--- src/rtl/serial_word_adder.sv ---
// serial_word_adder: multi-precision adder for operands streamed least-significant word first.
// Each word goes through a DATA_WIDTH-bit full-adder ripple chain seeded either by the packet's
// carry-in (first word) or by the carry saved from the previous word. The result sits in a
// single-entry output register behind a valid/ready handshake on both sides.
module serial_word_adder #(
  parameter int unsigned DATA_WIDTH = 4,
  parameter int unsigned IDX_WIDTH  = 8
) (
  input  logic                  clk,
  input  logic                  rst_n,
  // Operand stream
  input  logic [DATA_WIDTH-1:0] in_a,
  input  logic [DATA_WIDTH-1:0] in_b,
  input  logic                  in_ci,
  input  logic                  in_last,
  input  logic                  in_vld,
  output logic                  in_rd,
  // Result stream
  output logic [DATA_WIDTH-1:0] out_s,
  output logic                  out_co,
  output logic                  out_last,
  output logic [IDX_WIDTH-1:0]  out_idx,
  output logic                  out_vld,
  input  logic                  out_rd
);

  typedef enum logic [0:0] {
    StFirst,
    StMid
  } state_e;

  localparam logic [IDX_WIDTH-1:0] IdxOne = IDX_WIDTH'(1);

  state_e                  state_q;
  logic                    cy_q;
  logic [IDX_WIDTH-1:0]    idx_q;

  logic [DATA_WIDTH-1:0]   out_s_q;
  logic                    out_co_q;
  logic                    out_last_q;
  logic [IDX_WIDTH-1:0]    out_idx_q;
  logic                    out_vld_q;

  logic                    in_xfer;
  logic                    c_in;
  logic [DATA_WIDTH:0]     chain;
  logic [DATA_WIDTH-1:0]   sum;

  // The register can take a new word whenever it is empty or being drained this cycle;
  // gating with rst_n keeps the source stalled while the block is held in reset.
  assign in_rd   = rst_n & (~out_vld_q | out_rd);
  assign in_xfer = in_vld & in_rd;

  // First word of a packet starts from the caller's carry; later words chain the saved carry.
  assign c_in = (state_q == StFirst) ? in_ci : cy_q;

  // Ripple chain of DATA_WIDTH full adders.
  always_comb begin
    chain    = '0;
    sum      = '0;
    chain[0] = c_in;
    for (int i = 0; i < int'(DATA_WIDTH); i++) begin
      sum[i]     = in_a[i] ^ in_b[i] ^ chain[i];
      chain[i+1] = (in_a[i] & in_b[i]) | (in_a[i] & chain[i]) | (in_b[i] & chain[i]);
    end
  end

  // Packet FSM, carry/index bookkeeping and the registered output stage.
  always_ff @(posedge clk or negedge rst_n) begin
    if (!rst_n) begin
      state_q    <= StFirst;
      cy_q       <= 1'b0;
      idx_q      <= '0;
      out_s_q    <= '0;
      out_co_q   <= 1'b0;
      out_last_q <= 1'b0;
      out_idx_q  <= '0;
      out_vld_q  <= 1'b0;
    end else if (in_xfer) begin
      out_s_q    <= sum;
      out_co_q   <= chain[DATA_WIDTH];
      out_last_q <= in_last;
      out_idx_q  <= idx_q;
      out_vld_q  <= 1'b1;
      cy_q       <= chain[DATA_WIDTH];
      if (in_last) begin
        // A packet's final carry is reported but never leaks into the next packet.
        state_q <= StFirst;
        idx_q   <= '0;
      end else begin
        state_q <= StMid;
        idx_q   <= idx_q + IdxOne;
      end
    end else if (out_rd) begin
      // Drained with nothing new arriving: data fields keep their last values.
      out_vld_q <= 1'b0;
    end
  end

  assign out_s    = out_s_q;
  assign out_co   = out_co_q;
  assign out_last = out_last_q;
  assign out_idx  = out_idx_q;
  assign out_vld  = out_vld_q;

endmodule

--- config.mk ---
export PLATFORM = sky130hd
export DESIGN_NAME = serial_word_adder
export DESIGN_NICKNAME = d
export VERILOG_FILES = /design/src/rtl/serial_word_adder.sv
export SDC_FILE = /design/constraint.sdc
export NUM_CORES = 1
export LEC_CHECK = 0
export CORE_MARGIN = 10
export CORE_UTILIZATION = 42
export CTS_BUF_LIST = sky130_fd_sc_hd__clkbuf_16
export CTS_CLUSTER_SIZE = 28
export DETAILED_ROUTE_END_ITERATION = 10
export HOLD_SLACK_MARGIN = 0.03
export PLACE_DENSITY = 0.84
export SLEW_MARGIN = 10
export SYNTH_ARGS = -nofsm -noshare
export SYNTH_HDL_FRONTEND = slang
export SYNTH_SLANG_ARGS = --single-unit
--- constraint.sdc ---
create_clock -name clk -period 2.2 [get_ports clk]
set_input_delay 0.55 -clock clk [delete_from_list [all_inputs] [get_ports clk]]
set_output_delay 0.55 -clock clk [all_outputs]
set_load 0.1 [all_outputs]
# [Yosys cells after proc, flatten, opt, wreduce, memory -nomap -nowiden]
# Cells that the tools add are included.
[totals] out_inout_bits=16 elab_cells=46 register_bits=24
[classes] muxes=5 bitwise_logic=32 addsub=1 n_reduce_logical=1
[ops] operator="1-bit bitwise AND" count=14
[ops] operator="1-bit bitwise OR" count=9
[ops] operator="8-bit by 1-bit adder with 8-bit output, second input constant" count=1
[ops] operator="8-bit two-way mux" count=1
[ops] operator="1-bit bitwise XOR" count=8
[ops] operator="1-bit two-way mux" count=4
[ops] operator="2-bit nonzero test" count=1
[ops] operator="1-bit NOT" count=1

# [Logic depth before layout (Yosys ltp)]
# Gate-level depths: netlist of the first run.
[depth] depth_word=13 ltp_mapped=8 ltp_nobuf=8

# [Worst setup path before layout of the first run]
# OpenSTA, ideal clock, no wires.
[synth_path] path_type="reg-to-reg" start="reg, netlist name out_co" end="reg out_s_q[3], in the netlist out_s[3]" stages_incl_launch_ff=9 arrival_time_ns=2.582 period_less_slack_ns=2.658 slack_ns=-0.458 n_path_buf=0 cell_sequence="dfrtp_1 > mux2i_1 > fa_1 > inv_1 > fa_1 > fa_1 > inv_1 > fa_1 > o21ai_1"
[synth_lines] element="to (signal assigned)" line_no="80" source="out_s_q <= sum;"
[synth_lines] element="to (decl)" line_no="38" source="logic [DATA_WIDTH-1:0] out_s_q;"

# [Final worst setup path of the first run]
[layout_path] start="reg state_q" end="reg out_s_q[3], in the netlist out_s[3]"
[layout_via] elab_chain_len=11
[layout_rtl] element="from (decl)" line_no="34" source="state_e state_q;"
[layout_rtl] element="from (signal assigned)" line_no="71" source="state_q <= StFirst;"
[layout_rtl] element="from (signal assigned)" line_no="88" source="state_q <= StFirst;"
[layout_rtl] element="from (signal assigned)" line_no="91" source="state_q <= StMid;"
[layout_rtl] element="1-bit two-way mux (*)" line_no="55" source="assign c_in = (state_q == StFirst) ? in_ci : cy_q;"
[layout_rtl] element="1-bit bitwise AND" line_no="64" source="chain[i+1] = (in_a[i] & in_b[i]) | (in_a[i] & chain[i]) | (in_b[i] & chain[i]);"
[layout_rtl] element="1-bit bitwise OR" line_no="64"
[layout_rtl] element="1-bit bitwise OR (*)" line_no="64"
[layout_rtl] element="1-bit bitwise AND" line_no="64"
[layout_rtl] element="1-bit bitwise OR" line_no="64"
[layout_rtl] element="1-bit bitwise OR (*)" line_no="64"
[layout_rtl] element="1-bit bitwise AND" line_no="64"
[layout_rtl] element="1-bit bitwise OR" line_no="64"
[layout_rtl] element="1-bit bitwise OR (*)" line_no="64"
[layout_rtl] element="1-bit bitwise XOR (*)" line_no="63" source="sum[i] = in_a[i] ^ in_b[i] ^ chain[i];"
# Mark *: on every way between the ends. The rest lies on a longest branch, timed or not.
# A chain may end at the register's enable or synchronous reset.

==> results of run 1 <==
==> cell type report <==
cell class | instances | area, µm²
multi-input combinational | 62 | 508
fill | 194 | 935
tap | 30 | 37.5
timing repair buffer | 34 | 310
sequential | 24 | 604
clock inverter | 1 | 30.0
clock buffer | 3 | 75.1
inverter | 6 | 22.5
==> kinds of logic (layout without fill, tap and decap cells) <==
logic type	Yosys count	after routing	share of synthesized area
and+or+nand+nor	28	28	0.130
muxes	12	12	0.118
AOI/OAI and AO/OA	17	17	0.0927
buffers and inverters	12	44	0.0475
DFF	24	24	0.530
adders and majority gates	5	5	0.0817
==> critical path: stages (launching register included) <==
cell and delay [ns]:
dfrtp_1 0.41, mux2i_4 0.26, fa_2 0.23, inv_2 0.04, fa_2 0.33, fa_2 0.35, inv_2 0.06, fa_1 0.41
o21ai_2 0.11
==> cells in the final DEF (no fill, tap or decap), drive strengths merged, types with 2 or more instances in the layout <==
master	instances
dfrtp	24
buf	21
mux2	11
clkdlybuf4s50	10
o21ai	10
nand2	9
nand3	6
inv	6
fa	4
o31ai	3
clkbuf	3
nand2b	3
and3	2
a31oi	2
nor2b	2
nor4	2
a221o	2
nor2	2
dlygate4sd2	2
==> per-layer routing <==
metal  part of all wire  up-vias
met5                  0        -
met4             0.0068        0
met3              0.080        2
met2               0.50       24
met1               0.41      415
li1                   -      400
==> state kept, by name, indices dropped and copies added (netlist names) <==
name and cells:
idx_q 8, out_co 1, out_idx 8, out_last 1, out_s 4, out_vld 1
state_q 1
==> worst max path at each step <==
stage	from	end	slack [ns]	depth (start not counted)
after global routing	state_q	out_s[3]	-0.19	8
final	state_q	out_s[3]	-0.06	8
after floorplan	out_co	out_s[3]	-0.17	8
after detailed placement	in_ci	out_s[3]	-0.59	9
after global placement	in_ci	out_s[3]	-0.51	9
after CTS	out_co	out_s[3]	-0.16	8
==> power groups by stage <==
stage	Clock [W]	Sequential, W	Combinational [W]
finish	0.000521	0.000575	0.000720
detailed placement	0	0.000580	0.000721
global placement	0	0.000575	0.000708
CTS	0.000521	0.000573	0.000723
floorplan	0	0.000976	0.000132
global route	0.000537	0.000586	0.000755
==> metrics by stage <==
| stage | TNS (ns) | utilization | total power [W] |
|---|---|---|---|
| after floorplan | -0.171 | - | 0.00111 |
| after global placement | -1.28 | 0.584 | 0.00128 |
| after detailed placement | -1.56 | 0.584 | 0.00130 |
| after CTS | -0.160 | 0.625 | 0.00182 |
| after global routing | -0.191 | 0.629 | 0.00188 |
| final | -0.0629 | 0.629 | 0.00182 |
==> repair_timing <==
item	CTS	global route
setup buffers	0	0
hold endpoints to repair	0	0
gates resized for setup	8	2
hold buffers	0	0
endpoints found under the setup margin	3	1
pin swaps	5	5
==> results.sh, run 1 <==
export IMPL_initial_utilization=0.449
export IMPL_grt_util_met1=0.108
export IMPL_combPwrFrac=0.397
export IMPL_hpwl_um=1850
export IMPL_netlist_instances=98
export IMPL_grt_setup_unrepaired="true"
export IMPL_synth_top_area_share=0.530
export IMPL_antenna_cells=0
export IMPL_place_inst=156
export IMPL_reg2reg_slack_ns=-0.06
export IMPL_final_max_slew_viol_count=0
export IMPL_syn_to_final_growth_pct=40.1
export IMPL_drv_cap=0
export IMPL_syn_area_um2=1130
export IMPL_synth_edf_count=0
export IMPL_failed_checks="negative setup slack"
export IMPL_run_status="complete, but fails checks"
export IMPL_clockBufferDepth=2
export IMPL_crit_type="reg2reg"
export IMPL_cts_clk_slew_worst_paths_ns=0.06
export IMPL_clock_sinks=24
export IMPL_clk_insertion_delay_late_ns=0.26
export IMPL_synthArstFlopShare=1.00
export IMPL_drive_gt1_frac=0.331
export IMPL_root_buffer="clkbuf_16"
export IMPL_min_delay_start="out_s[3]"
export IMPL_endpoint_kind="flop"
export IMPL_detail_route_antenna_nets=0
export IMPL_gr_total_overflow=0
export IMPL_swShare=0.414
export IMPL_peakVddDrop_mv=0.972
export IMPL_grt_use_met2=0.166
export IMPL_power_leakage_nw=0.730
export IMPL_h_tree_depth=1
export IMPL_core_um2=2520
export IMPL_fp_dieW_um=72.0
export IMPL_post_drt_wl_per_cell_um=15.6
export IMPL_wirelength_um=2490
export IMPL_place_area_um2=1470
export IMPL_fin_cells=160
export IMPL_arrival_ns=2.46
export IMPL_ys_types=26
export IMPL_synth_common_cells="dfrtp_1 (24), nand2_1 (9), mux2_1 (7)"
export IMPL_clockPowerShare=0.287
export IMPL_synth_flop_cell="dfrtp_1"
export IMPL_holdWs_ns=0.481
export IMPL_post_place_ws_ns=-0.587
export IMPL_synth_area_leaders="dfrtp_1 (53%), fa_1 (7.1%), mux2_1 (7.0%)"
export IMPL_vias=841
export IMPL_min_to="out_s[3]"
export IMPL_worst_pin_slew_ns=0.367
export IMPL_setup_ws_ns=-0.0629
export IMPL_max_freq_mhz=442
export IMPL_yosysMostFrequentCell="dfrtp_1"
export IMPL_sequentialPowerShare=0.317
export IMPL_portBuffers=29
export IMPL_synth_warning_count=0
export IMPL_cp_data_required_time_ns=2.39
export IMPL_fin_skew_ns=0.00474
export IMPL_ioPinCount=30
export IMPL_grt_pass1_wl_um=4150
export IMPL_drt_pass1_iter_count=4
export IMPL_grt_busiest_layer="met2"
export IMPL_reg2reg_to="out_s[3]"
export IMPL_synth_seq_cells=24
export IMPL_drt_iter0_drc=69
export IMPL_routed_via_density=5.26
export IMPL_numCtsBuffers=3
export IMPL_yosysTopAreaCell="dfrtp_1"
export IMPL_grtUsageTotal=0.0969
export IMPL_slew_headroom=0.755
export IMPL_first_global_vias=923
export IMPL_grt_max_degree=30
export IMPL_r2r_start="state_q"
export IMPL_start_kind="flop"
export IMPL_p_per_area_nw_per_um2=1140
export IMPL_r2r_cells=8
export IMPL_hold_class="reg2reg"
export IMPL_internal_power_w=0.00106
export IMPL_hold_path_depth=2
export IMPL_yosysSeqAreaShare=0.530
export IMPL_row_count=18
export IMPL_die_area_um2=5180
export IMPL_final_area_um2=1590
export IMPL_finalSetupViolCount=1
export IMPL_period_minus_slack_ns=2.26
export IMPL_nets=150
export IMPL_finalCritPeriodShare=1.03
export IMPL_cp_max_fo=2
export IMPL_syn_num_nets=117
export IMPL_grt_antenna_before_repair=0
export IMPL_power_switching_w=0.000751
export IMPL_finalHoldViolCount=0
export IMPL_drc=0
export IMPL_cts_tree="yes"
export IMPL_place_congestion=0.746
export IMPL_fp_dieH_um=72.0
export IMPL_met3_usage=0.0449
export IMPL_syn_area_per_cell_um2=11.6
Note: power is estimated with default switching activity, not from simulation.
==> run 2, diff against run 1 <==
--- a/config.mk
+++ b/config.mk
@@ -6,12 +6,12 @@
 export NUM_CORES = 1
 export LEC_CHECK = 0
 export CORE_MARGIN = 10
-export CORE_UTILIZATION = 42
+export CORE_UTILIZATION = 40
 export CTS_BUF_LIST = sky130_fd_sc_hd__clkbuf_16
 export CTS_CLUSTER_SIZE = 28
 export DETAILED_ROUTE_END_ITERATION = 10
 export HOLD_SLACK_MARGIN = 0.03
-export PLACE_DENSITY = 0.84
+export PLACE_DENSITY = 0.82
 export SLEW_MARGIN = 10
 export SYNTH_ARGS = -nofsm -noshare
 export SYNTH_HDL_FRONTEND = slang
==> run 2 against run 1 <==
  * The flow still finishes with violations (negative setup slack)
  * Die area increased by 3.6%
  * Global-route usage about the same
  * Flip-flop and latch count unchanged
  * Final area is 1.8% lower
  * Sequential share of layout area increased by 0.70 points
  * Clock skew shrank 0.0015 ns
  * Cell count is 0.63% higher
  * Critical path type unchanged
  * Largest cell class unchanged
  * Largest power group unchanged
  * Highest routed layer unchanged
==> results.sh, run 2 (synthesis results as in run 1) <==
export IMPL_peakVddDrop_mv=0.766
export IMPL_arrival_ns=2.45
export IMPL_h_tree_depth=1
export IMPL_clockBufferDepth=2
export IMPL_clk_insertion_delay_late_ns=0.25
export IMPL_portBuffers=29
export IMPL_setup_ws_ns=-0.0670
export IMPL_fin_util=0.570
export IMPL_endpoint_kind="flop"
export IMPL_run_status="complete, but fails checks"
export IMPL_failed_checks="negative setup slack"
export IMPL_syn_to_final_growth_pct=37.5
export IMPL_finalSetupViolCount=1
export IMPL_vias=837
export IMPL_numCtsBuffers=3
export IMPL_mostFrequentLayoutCells="dfrtp_1 (23), buf_4 (19), clkdlybuf4s50_1 (10)"
export IMPL_place_congestion=0.773
export IMPL_drive_gt1_frac=0.315
export IMPL_final_area_um2=1560
export IMPL_initial_utilization=0.415
export IMPL_grt_max_degree=30
export IMPL_layout_commonest_cell="dfrtp_1"
export IMPL_first_global_vias=917
export IMPL_grt_setup_unrepaired="true"
export IMPL_row_count=19
export IMPL_finalHoldViolCount=0
export IMPL_post_drt_wl_per_cell_um=14.9
export IMPL_total_power_w=0.00167
export IMPL_max_freq_mhz=441
export IMPL_cts_clk_slew_worst_paths_ns=0.06
export IMPL_drc=0
export IMPL_crit_type="reg2reg"
export IMPL_clock_sinks=24
export IMPL_grtUsageTotal=0.0969
export IMPL_drt_pass1_iter_count=3
export IMPL_ioPinCount=30
export IMPL_finalSetupTns_ns=-0.0670
export IMPL_detail_route_antenna_nets=0
export IMPL_slew_headroom=0.760
export IMPL_start_kind="flop"
export IMPL_cp_max_fo=2
export IMPL_nets=150
export IMPL_wirelength_um=2400
export IMPL_grt_antenna_before_repair=0
export IMPL_ctsHoldBuffers=0
export IMPL_routed_via_density=5.20
export IMPL_fin_skew_ns=0.00327
export IMPL_cts_tree="yes"
export IMPL_grt_pass1_wl_um=4160
export IMPL_hold_class="reg2reg"
export IMPL_drt_iter0_drc=36
export IMPL_fp_dieH_um=73.2
export IMPL_gr_total_overflow=0
export IMPL_cp_data_required_time_ns=2.38
export IMPL_fp_dieW_um=73.2
export IMPL_period_minus_slack_ns=2.27
export IMPL_p_per_area_nw_per_um2=1070
export IMPL_root_buffer="clkbuf_16"
export IMPL_die_area_um2=5360
export IMPL_drv_cap=0
export IMPL_place_area_um2=1470
export IMPL_antenna_cells=0
export IMPL_power_leakage_nw=0.720
export IMPL_hpwl_um=1890
export IMPL_final_max_slew_viol_count=0
export IMPL_core_um2=2730
export IMPL_cts_setup_buffers=0
export IMPL_worst_pin_slew_ns=0.360
export IMPL_finalCritPeriodShare=1.03
## run 2: cell count changes in the layout (fill, tap and decap cells not counted)
cell       before  now
inv_1           2    3
o21ai_2         1    0
o21ai_1         5    6
bufinv_16       1    0
## run 2: report_power, final
group	total [W]	leakage, nW	switching [W]	internal, W
clock network	0.000384	0.0423	0.000142	0.000242
logic	0.000711	0.378	0.000531	0.000181
registers	0.000575	0.300	0.0000564	0.000518
total	0.00167	0.720	0.000729	0.000941
## run 2: metrics by stage
| step | hold WS [ns] | cells | worst slack (ns) |
|---|---|---|---|
| floorplan | 0.254 | 98 | -0.171 |
| global placement | 0.472 | 157 | -0.505 |
| detailed placement | 0.487 | 157 | -0.601 |
| CTS | 0.500 | 161 | -0.149 |
| global route | 0.523 | 161 | -0.181 |
| finish | 0.495 | 161 | -0.0670 |
## run 2: worst max-delay path, stage by stage, from the launching register on
cell and delay, ns:
dfrtp_1 0.41, mux2i_4 0.26, fa_2 0.22, inv_2 0.04, fa_2 0.34, fa_2 0.34, inv_2 0.06, fa_1 0.40
o21ai_1 0.12
## run 2: final cells by class
cell class	count	area, µm²
repair buffers	34	310
clock inverters	1	3.75
well taps	31	38.8
multi-input cells	62	504
clock buffers	3	75.1
inverters	6	22.5
flip-flops and latches	24	604
fillers	229	1170
## run 2: what timing repair did
action | CTS | global route
pin swaps | 5 | 5
resized for setup | 8 | 1
setup endpoints to repair | 3 | 2
## run 2: per-layer routing
metal	global-route usage	up-vias	part of all wire
met2	0.162	23	0.49
met3	0.0476	4	0.10
met5	0	-	0
met4	0.0380	0	0.011
li1	-	398	-
met1	0.101	412	0.39
## run 2: worst paths after layout
kind	from	end	slack, ns	depth (start not counted)
min in group asynchronous	rst_n	state_q	0.70	2
max	state_q	out_s[3]	-0.07	8
min	out_s[0]	out_s[0]	0.49	2
max in group asynchronous	rst_n	idx_q[6]	1.20	2
max reg2reg	state_q	out_s[3]	-0.07	8
min reg2reg	out_s[0]	out_s[0]	0.49	2
==> run 3, diff against run 2 <==
--- a/config.mk
+++ b/config.mk
@@ -8,7 +8,7 @@
 export CORE_MARGIN = 10
 export CORE_UTILIZATION = 40
 export CTS_BUF_LIST = sky130_fd_sc_hd__clkbuf_16
-export CTS_CLUSTER_SIZE = 28
+export CTS_CLUSTER_SIZE = 25
 export DETAILED_ROUTE_END_ITERATION = 10
 export HOLD_SLACK_MARGIN = 0.03
 export PLACE_DENSITY = 0.82
==> results of run 3 <==
Same layout as run 2: the final DEF is identical, and so are final timing and power.
